==> src/rtl/laser_peak_finder.sv <==
// rtl/laser_peak_finder.sv - per-row brightest laser pixel finder feeding the ZBT point writer
//
// Purpose:
//   Registers a per-pixel intensity.
//   Tracks the leftmost maximum of each active row.
//   At end of row, emits one (x, y) point as a single-cycle pulse when the
//   peak clears THRESH. Emission is gated per frame by scan_enable and is
//   capped at MAX_POINTS per frame.
//
// Optional feature (macro LASER_COLOR_SUB_EN):
//   defined   : intensity = red - ((green + blue) >> 1), saturating at 0
//   undefined : intensity = red
//
// Ports:
//   clk, reset          clock, synchronous active-high reset
//   frame_start         one-cycle strobe before the first pixel of a frame
//   scan_enable         sampled at frame_start, 1 = emit points this frame
//   pixel_valid         pixel qualifier
//   pixel_x, pixel_y    pixel coordinates
//   red, green, blue    pixel colour channels
//   point_ready_pulse   one-cycle strobe per emitted point
//   x, y                coordinates of last emitted point, held between points
//   points_this_frame   points emitted since the last frame_start
//   busy                high while scanning or emitting
module laser_peak_finder #(
    parameter int         H_ACTIVE   = 1024,
    parameter int         V_ACTIVE   = 768,
    parameter logic [7:0] THRESH     = 8'd96,
    parameter int         MAX_POINTS = 50
) (
    input  logic        clk,
    input  logic        reset,
    input  logic        frame_start,
    input  logic        scan_enable,
    input  logic        pixel_valid,
    input  logic [10:0] pixel_x,
    input  logic [10:0] pixel_y,
    input  logic [7:0]  red,
    input  logic [7:0]  green,
    input  logic [7:0]  blue,
    output logic        point_ready_pulse,
    output logic [10:0] x,
    output logic [10:0] y,
    output logic [10:0] points_this_frame,
    output logic        busy
);

    localparam logic [10:0] LAST_COL  = 11'(H_ACTIVE - 1);
    localparam logic [10:0] LAST_ROW  = 11'(V_ACTIVE - 1);
    localparam logic [10:0] ROW_LIMIT = 11'(V_ACTIVE);
    localparam logic [10:0] PT_LIMIT  = 11'(MAX_POINTS);

    typedef enum logic [1:0] {
        ST_IDLE = 2'd0,
        ST_SCAN = 2'd1,
        ST_EMIT = 2'd2
    } state_t;

    // Intensity pipeline stage
    logic [7:0]  intensity_d, intensity_q;
    logic [10:0] px_d, px_q;
    logic [10:0] py_d, py_q;
    logic        pv_d, pv_q;

    // Peak tracking and control
    state_t      state_d, state_q;
    logic [7:0]  max_d, max_q;
    logic [10:0] max_col_d, max_col_q;
    logic [10:0] row_d, row_q;
    logic        en_d, en_q;

    // Outputs
    logic        pulse_d, pulse_q;
    logic [10:0] x_d, x_q;
    logic [10:0] y_d, y_q;
    logic [10:0] pts_d, pts_q;

    logic        fire;

`ifdef LASER_COLOR_SUB_EN
    logic [8:0] gb_sum;
    logic [7:0] gb_half;

    always_comb begin
        gb_sum      = {1'b0, green} + {1'b0, blue};
        gb_half     = gb_sum[8:1];
        // Clamp at zero so white/background pixels cannot wrap to a bright value
        intensity_d = (red > gb_half) ? (red - gb_half) : 8'd0;
    end
`else
    logic unused_color;
    assign unused_color = ^{green, blue};

    always_comb begin
        intensity_d = red;
    end
`endif

    always_comb begin
        px_d = pixel_x;
        py_d = pixel_y;
        pv_d = pixel_valid;
    end

    assign fire = (max_q >= THRESH) && en_q && (row_q < ROW_LIMIT) && (pts_q < PT_LIMIT);

    always_comb begin
        state_d   = state_q;
        max_d     = max_q;
        max_col_d = max_col_q;
        row_d     = row_q;
        en_d      = en_q;
        pulse_d   = 1'b0;
        x_d       = x_q;
        y_d       = y_q;
        pts_d     = pts_q;

        // Pixels are tracked in EMIT too, so a row that starts on the very next
        // cycle after end-of-row does not lose its first pixel.
        if (state_q != ST_IDLE && pv_q) begin
            if (px_q == 11'd0) begin
                max_d     = intensity_q;
                max_col_d = 11'd0;
            end else if (intensity_q > max_q) begin
                max_d     = intensity_q;
                max_col_d = px_q;
            end
        end

        case (state_q)
            ST_IDLE: begin
                // frame_start handled below for every state
            end
            ST_SCAN: begin
                if (pv_q && px_q == LAST_COL) begin
                    row_d   = py_q;
                    state_d = ST_EMIT;
                end
            end
            ST_EMIT: begin
                if (fire) begin
                    pulse_d = 1'b1;
                    x_d     = max_col_q;
                    y_d     = row_q;
                    pts_d   = pts_q + 11'd1;
                end
                state_d = (row_q == LAST_ROW) ? ST_IDLE : ST_SCAN;
            end
            default: state_d = ST_IDLE;
        endcase

        // A new frame always wins: any partial row or pending point is dropped.
        if (frame_start) begin
            en_d      = scan_enable;
            pts_d     = 11'd0;
            pulse_d   = 1'b0;
            x_d       = x_q;
            y_d       = y_q;
            max_d     = 8'd0;
            max_col_d = 11'd0;
            state_d   = ST_SCAN;
        end
    end

    always_ff @(posedge clk) begin
        if (reset) begin
            intensity_q <= 8'd0;
            px_q        <= 11'd0;
            py_q        <= 11'd0;
            pv_q        <= 1'b0;
            state_q     <= ST_IDLE;
            max_q       <= 8'd0;
            max_col_q   <= 11'd0;
            row_q       <= 11'd0;
            en_q        <= 1'b0;
            pulse_q     <= 1'b0;
            x_q         <= 11'd0;
            y_q         <= 11'd0;
            pts_q       <= 11'd0;
        end else begin
            intensity_q <= intensity_d;
            px_q        <= px_d;
            py_q        <= py_d;
            pv_q        <= pv_d;
            state_q     <= state_d;
            max_q       <= max_d;
            max_col_q   <= max_col_d;
            row_q       <= row_d;
            en_q        <= en_d;
            pulse_q     <= pulse_d;
            x_q         <= x_d;
            y_q         <= y_d;
            pts_q       <= pts_d;
        end
    end

    assign point_ready_pulse = pulse_q;
    assign x                 = x_q;
    assign y                 = y_q;
    assign points_this_frame = pts_q;
    assign busy              = (state_q != ST_IDLE);

endmodule

==> config.mk <==
export PLATFORM = sky130hd
export DESIGN_NAME = laser_peak_finder
export DESIGN_NICKNAME = d
export VERILOG_FILES = /design/src/rtl/laser_peak_finder.sv
export SDC_FILE = /design/constraint.sdc
export NUM_CORES = 1
export LEC_CHECK = 0
export BUFFER_PORTS_ARGS = -buffer_cell sky130_fd_sc_hd__buf_2
export CELL_PAD_IN_SITES_DETAIL_PLACEMENT = 0
export CELL_PAD_IN_SITES_GLOBAL_PLACEMENT = 2
export CORE_MARGIN = 5
export CORE_UTILIZATION = 33
export DETAILED_ROUTE_END_ITERATION = 8
export GPL_TIMING_DRIVEN = 0
export PLACE_DENSITY = 0.76
export SLEW_MARGIN = 15
export SYNTH_ARGS = -nofsm -noshare
export SYNTH_HDL_FRONTEND = slang
export SYNTH_SLANG_ARGS = --single-unit
==> constraint.sdc <==
create_clock -name clk -period 2.3 [get_ports clk]
set_input_delay 0.23 -clock clk [delete_from_list [all_inputs] [get_ports clk]]
set_output_delay 0.23 -clock clk [all_outputs]
set_load 0.05 [all_outputs]
**Yosys cells after proc, flatten, opt, wreduce, memory -nomap -nowiden**

Cells that the tools add are included.

- $add $sub $neg: 1
- $lt $le $gt $ge: 4
- Equal/unequal tests: 7
- Multiplexer cells: 9
- Bitwise logic cells: 3
- Reduce and logical (&&, ||, !) cells: 17

Operators with widths:

| cell | count |
|---|---|
| 11-bit by 10-bit equality test with 1-bit output (second input constant) | 2 |
| 11-bit two-way mux | 2 |
| 8-bit two-way mux | 2 |
| 11-bit by 1-bit adder with 11-bit output (second input constant) | 1 |
| 11-bit zero test | 1 |
| 11-bit by 10-bit less-than comparator with 1-bit output (second input constant) | 1 |
| 11-bit by 6-bit less-than comparator with 1-bit output (second input constant) | 1 |
| 2-bit AND reduction | 5 |
| 8-bit by 7-bit greater-or-equal comparator with 1-bit output (second input constant) | 1 |
| 8-bit greater-than comparator | 1 |
| 2-bit case mux with 3 select lines | 1 |
| 1-bit logical AND | 5 |
| 2-bit inequality test (second input constant) | 2 |
| 2-bit nonzero test | 2 |
| 1-bit two-way mux | 3 |
| 3-bit inequality test (second input constant) | 1 |
| 1-bit NOT | 3 |
| 3-bit AND reduction | 1 |
| 3-bit OR reduction | 1 |
| 2-bit by 1-bit equality test with 1-bit output (second input constant) | 1 |
| 2-bit equality test (second input constant) | 1 |
| 2-bit zero test | 1 |
| 2-bit two-way mux | 1 |
| 2-bit OR reduction | 1 |

- Flip-flop bits (word level): 98
- Input bits: 51
- Output and inout bits: 35
- Word-level logic and storage cells: 55

**Logic depth before layout (Yosys ltp)**

Gate-level depths: netlist of run 1.

- Depth after elaboration: 5
- Mapped depth: 9
- Mapped depth without buffers: 7

**Least setup slack after synthesis of run 1**

No wires, ideal clock.

- Path kind: reg-to-reg
- Start point: register pts_q[2], in the netlist points_this_frame[2]
- End point: register y_q[5], in the netlist y[5]
- Setup time: 0.128 ns
- Data arrival time: 1.886 ns
- Required time: 2.172 ns
- Setup slack: 0.287 ns
- Cell stages (with the launch flop): 7
- Path buffers: 1
- Period minus slack after synthesis: 2.013 ns
- Path through: dfxtp_1 > o311ai_0 > nand3_1 > nor3_4 > buf_6 > mux2i_1 > nor2_2

- Word-level cells in the longest chain between the ends: 3

Ends and longest elaborated chain:

| element | line | source |
|---|---|---|
| from (decl) | 76 | `logic [10:0] pts_d, pts_q;` |
| from (signal assigned) | 193 | `pts_q <= pts_d;` |
| 11-bit by 6-bit less-than comparator with 1-bit output | 105 | `assign fire = (max_q >= THRESH) && en_q && (row_q < ROW_LIMIT) && (pts_q < PT_LIMIT);` |
| 1-bit logical AND | 105 |  |
| 3-bit AND reduction (no source line) | - |  |
| to (signal assigned) | 192 | `y_q <= y_d;` |
| to (decl) | 75 | `logic [10:0] y_d, y_q;` |

No other way between the ends.
A chain may end at the register's enable or synchronous reset.

**Worst setup path after layout of run 1**

- Start point: register state_q[0]
- End point: register y_q[6], in the netlist y[6]

- Word-level cells in the longest chain between the ends: 2

Ends and longest elaborated chain:

| element | line | source |
|---|---|---|
| from (decl) | 66 | `state_t state_d, state_q;` |
| from (signal assigned) | 185 | `state_q <= state_d;` |
| 2-bit equality test | 130 | `case (state_q)` |
| 3-bit AND reduction (no source line) | - |  |

No other way between the ends.

==> flow_summary.json, run 1 <==
{
  "powerDensity_nw_per_um2": 713,
  "reg2reg_depth": 8,
  "grt_overflow": 0,
  "finalWeightedCongestion": 0.749,
  "dpl.hpwl_microns": 5890,
  "worst_pin_slew_ps": 551,
  "final_cell_mix": "dfxtp_1, buf_2, mux2i_1, nand2_1, nor2_1",
  "finalCritPeriodShare": 0.862,
  "ctsHoldBuffers": 0,
  "syn_inst": 363,
  "final_common_cell": "dfxtp_1",
  "final_nets": 505,
  "vias_per_cell": 4.42,
  "period_minus_slack_ps": 1980,
  "cts_root_buf": "clkbuf_8",
  "critical_path.max_stage_delay_ps": 340,
  "grt_max_degree": 18,
  "critPathLaunch": "state_q[0]",
  "avgRoutedWirePerCell_microns": 13.4,
  "clk_pin_slew_ps": 100,
  "drt_iter0_markers": 83,
  "core_sq_um": 10800,
  "arrival_ps": 2230,
  "synth_edf_count": 0,
  "synth_top_area_share": 0.535,
  "holdWs_ps": 67.1,
  "clk_latency_ps": 370,
  "rr_startpoint": "state_q[0]",
  "end_kind": "register",
  "syn_to_final_growth_pct": 20.6,
  "crit_required_ps": 2540,
  "floorplan.die.width_microns": 115,
  "yosysWarnings": 0,
  "cts_htree_levels": 3,
  "start_util": 0.338,
  "io-pin-count": 86,
  "cts_made_buffers": 9,
  "diodes": 0,
  "max_slew_margin": 0.633,
  "clkSinkCount": 98,
  "ys_seq_elements": 98,
  "crit_fanout": 10,
  "setup_tns_ps": 0,
  "hold_path_class": "in -> reg",
  "antenna_found_initial": 0,
  "ys_top_cells_by_area": "dfxtp_1, mux2i_1, nor2b_1, nand2_1, ha_1",
  "synthesis.area_sq_um": 3660,
  "cp-endpoint": "y[6]",
  "vias": 2593,
  "drt_wl_total_microns": 7860,
  "crit_family": "simple AND/OR/NAND/NOR gates",
  "rr_endpoint": "y[6]",
  "syn_nets": 426,
  "drv_cap": 0,
  "placementRows": 38,
  "clock-skew-final_ps": 14.0,
  "drc_errors": 0,
  "grt_pass1_vias": 2656,
  "die_area_sq_um": 13300,
  "rrSetupSlack_ps": 320,
  "clockBufferDepth": 2,
  "synth-main-ff-cell": "dfxtp_1",
  "setup_violations": 0,
  "yosysUniqueCellTypes": 37,
  "synth_top_area_cell": "dfxtp_1",
  "fp.dieH_microns": 115,
  "globalRouteTotalUtil": 0.126,
  "synth-seq-area-share": 0.535,
  "layoutNonFillerInstCount": 587,
  "crit_buf_inv": 2,
  "drive_gt1_frac": 0.219,
  "async_flop_share": 0,
  "syn_area_per_cell_sq_um": 10.1,
  "dr.pass1.iters": 4,
  "hold_viol_final": 0,
  "grt_pass1_wl_microns": 13100,
  "rsz0062_at_grt": "false",
  "slew_viol_final": 0,
  "crit_type": "reg -> reg",
  "crit_slowest_cell": "dfxtp_1",
  "port_buffers": 67,
  "post-place-cells": 570,
  "crit_cells": 8,
  "p_leak_uw": 0.00172,
  "status": "finished clean",
  "cts_tree": "yes",
  "path_cells": "inv_1 > ha_1 > nor4b_2 > nand3_2 > nor3_4 > buf_6 > mux2i_1 > nor2_1",
  "fmax_ghz": 0.504,
  "crit_path_start_kind": "register",
  "antenna_left": 0,
  "worst_ir_drop_vdd_mv": 0.299
}
## worst min-delay path by stage
stage,from,endpoint,slack [ps],cells after the start
after floorplan,red[0],intensity_q[0],360,1
final,pixel_x[9],px_q[9],70,2
after global placement,red[1],intensity_q[1],440,2
after CTS,red[1],intensity_q[1],40,2
after global routing,pixel_x[9],px_q[9],50,2
after detailed placement,red[1],intensity_q[1],440,2
## worst register-to-register path: cells and delay by family (launching register included)
family / cells / cell delay [ps]
DFF: 1 / 340
adders and majority gates: 1 / 180
and+or+nand+nor: 4 / 830
muxes: 1 / 220
buffers and inverters: 2 / 310
## kinds of logic (layout without fill, tap and decap cells)
logic type,count (synthesis),count (layout),share of synthesized area
AND/OR/NAND/NOR,149,149,0.203
flip-flops,98,98,0.535
multiplexers,52,52,0.142
buffers and inverters,32,116,0.0396
AO/OA/AOI/OAI,16,16,0.0290
adder cells (fa/ha/maj),12,12,0.0410
XOR/XNOR,4,4,0.00956
## layer usage
| metal | share of wire | GRT usage | up-vias |
|---|---|---|---|
| met5 | 0 | 0 | - |
| met4 | 0.013 | 0.0352 | 0 |
| met3 | 0.063 | 0.0442 | 10 |
| met2 | 0.45 | 0.198 | 58 |
| met1 | 0.48 | 0.165 | 1167 |
| li1 | - | - | 1358 |
## metrics by stage
step	instance area [sq um]	setup slack (ps)	total power [uW]	utilization
2_1_floorplan	3660	287	1880	-
3_3_place_gp	4180	17.5	1950	0.385
3_5_place_dp	4180	14.3	1950	0.385
4_1_cts	4400	45.5	3200	0.406
5_1_grt	4420	67.3	3300	0.408
6_report	4420	316	3150	0.408
## synth_stat cells, types with 2 or more instances
| master | n |
|---|---|
| and3_1 | 2 |
| nand4_1 | 5 |
| buf_2 | 2 |
| nand4b_1 | 2 |
| a21oi_1 | 5 |
| nor3_1 | 4 |
| nor2_2 | 4 |
| a31oi_1 | 2 |
| o311ai_0 | 2 |
| dfxtp_1 | 98 |
| buf_6 | 2 |
| nor2b_1 | 33 |
| and2_1 | 5 |
| clkbuf_1 | 12 |
| ha_1 | 12 |
| mux2i_1 | 52 |
| inv_1 | 13 |
| nor2_1 | 38 |
| nor4_1 | 4 |
| nand3_1 | 2 |
| xnor2_1 | 4 |
| buf_4 | 2 |
| or4_1 | 2 |
| o21ai_0 | 2 |
| nand2_1 | 42 |
## final cells by class
cell class,instances,area (sq um)
Sequential cell,98,1960
Multi-Input combinational cell,233,1570
Fill cell,1153,6420
Clock inverter,6,96.3
Buffer,19,96.3
Timing Repair Buffer,68,343
Inverter,13,48.8
Tap cell,140,175
Clock buffer,10,128
## where the power goes
group          switching [uW]  internal (uW)
clock network             617            629
registers                18.5           1730
logic                    90.6           68.1
total                     726           2430
## timing repair
action                                  4_1_cts  5_1_grt
buffers inserted                              0        1
pin swaps                                     1        1
hold endpoints to repair                      0        0
resized for setup                             0        2
endpoints found under the setup margin        2       19
## flip-flops by register name, summed over array words and instances (netlist names)
register	flops
row_q	11
px_q	11
pv_q	1
py_q	11
max_col_q	11
state_q	2
y	11
x	11
points_this_frame	11
max_q	8
intensity_q	8
point_ready_pulse	1
en_q	1
Power figures use the tool's default switching activity.
==> run 2: changes to the inputs <==
--- a/config.mk
+++ b/config.mk
@@ -6,10 +6,8 @@
 export NUM_CORES = 1
 export LEC_CHECK = 0
 export BUFFER_PORTS_ARGS = -buffer_cell sky130_fd_sc_hd__buf_2
-export CELL_PAD_IN_SITES_DETAIL_PLACEMENT = 0
-export CELL_PAD_IN_SITES_GLOBAL_PLACEMENT = 2
 export CORE_MARGIN = 5
-export CORE_UTILIZATION = 33
+export CORE_UTILIZATION = 53
 export DETAILED_ROUTE_END_ITERATION = 8
 export GPL_TIMING_DRIVEN = 0
 export PLACE_DENSITY = 0.76
==> run 2 against run 1 <==
Effect of this change:
- sequential cell count stayed put
- maximum frequency is 4.6% lower
- cell area is 2.1% lower
- clock-buffer cell count is 1 higher
- critical endpoint is now y[5]
- utilization is 23 points higher
- total power is 3.5% lower
- critical path type unchanged
- combinational power hardly changed
- clock power is 9% lower
- register-to-register slack worse by 96 ps
- sequential share of layout area is 0.96 points higher
- non-clock buffer count is 1 lower
- via count is 1.9% higher
- largest cell class unchanged
==> flow_summary.json, run 2 (synthesis gave the netlist of run 1 again) <==
{
  "diodes": 0,
  "grt_pass1_wl_microns": 12100,
  "post-place-cells": 510,
  "antenna_found_initial": 0,
  "floorplan.die.width_microns": 93.2,
  "fmax_ghz": 0.481,
  "cts_made_buffers": 9,
  "slew_viol_final": 0,
  "placementRows": 30,
  "cts_tree": "yes",
  "setup_slack_ps": 221,
  "vias": 2641,
  "drt_wl_total_microns": 7170,
  "avgRoutedWirePerCell_microns": 13.6,
  "clockBufferDepth": 2,
  "arrival_ps": 2310,
  "swShare": 0.223,
  "hold_depth": 2,
  "rr_endpoint": "y[5]",
  "vias_per_cell": 5.02,
  "rr_startpoint": "state_q[0]",
  "final_common_cell": "dfxtp_1",
  "p_seq_frac": 0.574,
  "p_int_uw": 2370,
  "final_cell_mix": "dfxtp_1, buf_2, mux2i_1, nand2_1, nor2_1",
  "comb_power_share": 0.052,
  "finalCritPeriodShare": 0.904,
  "setup_tns_ps": 0,
  "grt_pass1_vias": 2688,
  "hold_path_class": "in -> reg",
  "preCtsSetupSlack_ps": 31.6,
  "fp.dieH_microns": 93.2,
  "period_minus_slack_ps": 2080,
  "fill_cells": 578,
  "setup_violations": 0,
  "dpl.hpwl_microns": 5300,
  "layoutNonFillerInstCount": 526,
  "status": "finished clean",
  "hold_viol_final": 0,
  "crit_path_start_kind": "register",
  "crit_type": "reg -> reg",
  "cts.repair.resized": 0,
  "cts_htree_levels": 3,
  "grt_max_degree": 17,
  "finalWeightedCongestion": 0.784,
  "rsz0062_at_grt": "false",
  "rrSetupSlack_ps": 220,
  "crit_fanout": 10,
  "final_nets": 504,
  "clk_pin_slew_ps": 90,
  "grt_overflow": 0,
  "clkSinkCount": 98,
  "crit_required_ps": 2530,
  "drive_gt1_frac": 0.220,
  "worst_pin_slew_ps": 545,
  "p_leak_uw": 0.00171,
  "ctsHoldBuffers": 0,
  "end_kind": "register",
  "drt_iter0_markers": 63,
  "drv_cap": 0,
  "powerDensity_nw_per_um2": 704,
  "globalRouteTotalUtil": 0.175,
  "postCtsSetupBuffers": 0,
  "port_buffers": 67,
  "worst_ir_drop_vdd_mv": 0.403,
  "clock-skew-final_ps": 8.90,
  "worstHoldStart": "pixel_x[5]",
  "max_slew_margin": 0.637,
  "start_util": 0.542,
  "clk_latency_ps": 360,
  "dr.pass1.iters": 4,
  "cts_root_buf": "clkbuf_8",
  "die_area_sq_um": 8680,
  "drc_errors": 0,
  "core_sq_um": 6760,
  "p_switching_uw": 678,
  "io-pin-count": 86,
  "antenna_left": 0,
  "syn_to_final_growth_pct": 18.0,
  "clockPowerShare": 0.374,
  "reg2reg_depth": 8,
  "worstHoldEndpoint": "px_q[5]"
}
run 2: changes by cell type in the layout (fill, tap and decap cells not counted), sizes merged:
cell and delta:
bufinv -1, clkinvlp -1, clkinv +3, clkbuf +1
inv -2, buf -1
run 2: how the worst max path moves through the flow:
stage                         start  endpoint  slack, ps  cells after the start
2_1_floorplan  points_this_frame[2]      y[5]        290                      6
3_3_place_gp             state_q[0]      x[0]        100                      8
3_5_place_dp             state_q[0]      y[2]         30                      8
4_1_cts                  state_q[0]      y[2]          8                      8
5_1_grt                  state_q[0]     x[10]         30                      8
6_report                 state_q[0]      y[5]        220                      8
run 2: power by group through the flow:
stage	registers [uW]	clock network, uW	logic, uW
5_1_grt	1750	1250	177
2_1_floorplan	1780	0	103
6_report	1750	1140	158
3_5_place_dp	1790	0	157
4_1_cts	1750	1170	160
3_3_place_gp	1790	0	154
run 2: final cells by class:
class                   count  area, sq um  share of cell area
flip-flops and latches     98         1960               0.454
multi-input cells         233         1570               0.363
repair buffers             67          335              0.0775
clock buffers              11          151              0.0350
well taps                  80          100              0.0231
plain buffers              19         96.3              0.0223
clock inverters             5         61.3              0.0142
inverters                  13         48.8              0.0113
run 2: worst max-delay path, cell delays in order, from the launching register on:
cell and delay (ps):
dfxtp_1 340, inv_1 80, ha_1 180, nor4b_2 260
nand3_2 230, nor3_4 370, buf_6 230, mux2i_1 220
nor2_2 50
run 2: metrics by stage:
step | hold WS, ps | utilization | power [uW] | instance area [sq um]
5_1_grt | 55.8 | 0.640 | 3180 | 4320
6_report | 71.8 | 0.640 | 3040 | 4320
3_5_place_dp | 442 | 0.607 | 1940 | 4100
2_1_floorplan | 358 | - | 1880 | 3660
4_1_cts | 52.6 | 0.638 | 3080 | 4310
3_3_place_gp | 440 | 0.607 | 1940 | 4100
run 2: layer usage:
layer	track usage	vias up	wire [microns]
met5	0	-	0
met4	0.0635	0	66
met3	0.0555	7	389
met2	0.297	66	3580
met1	0.208	1213	3130
li1	-	1355	-
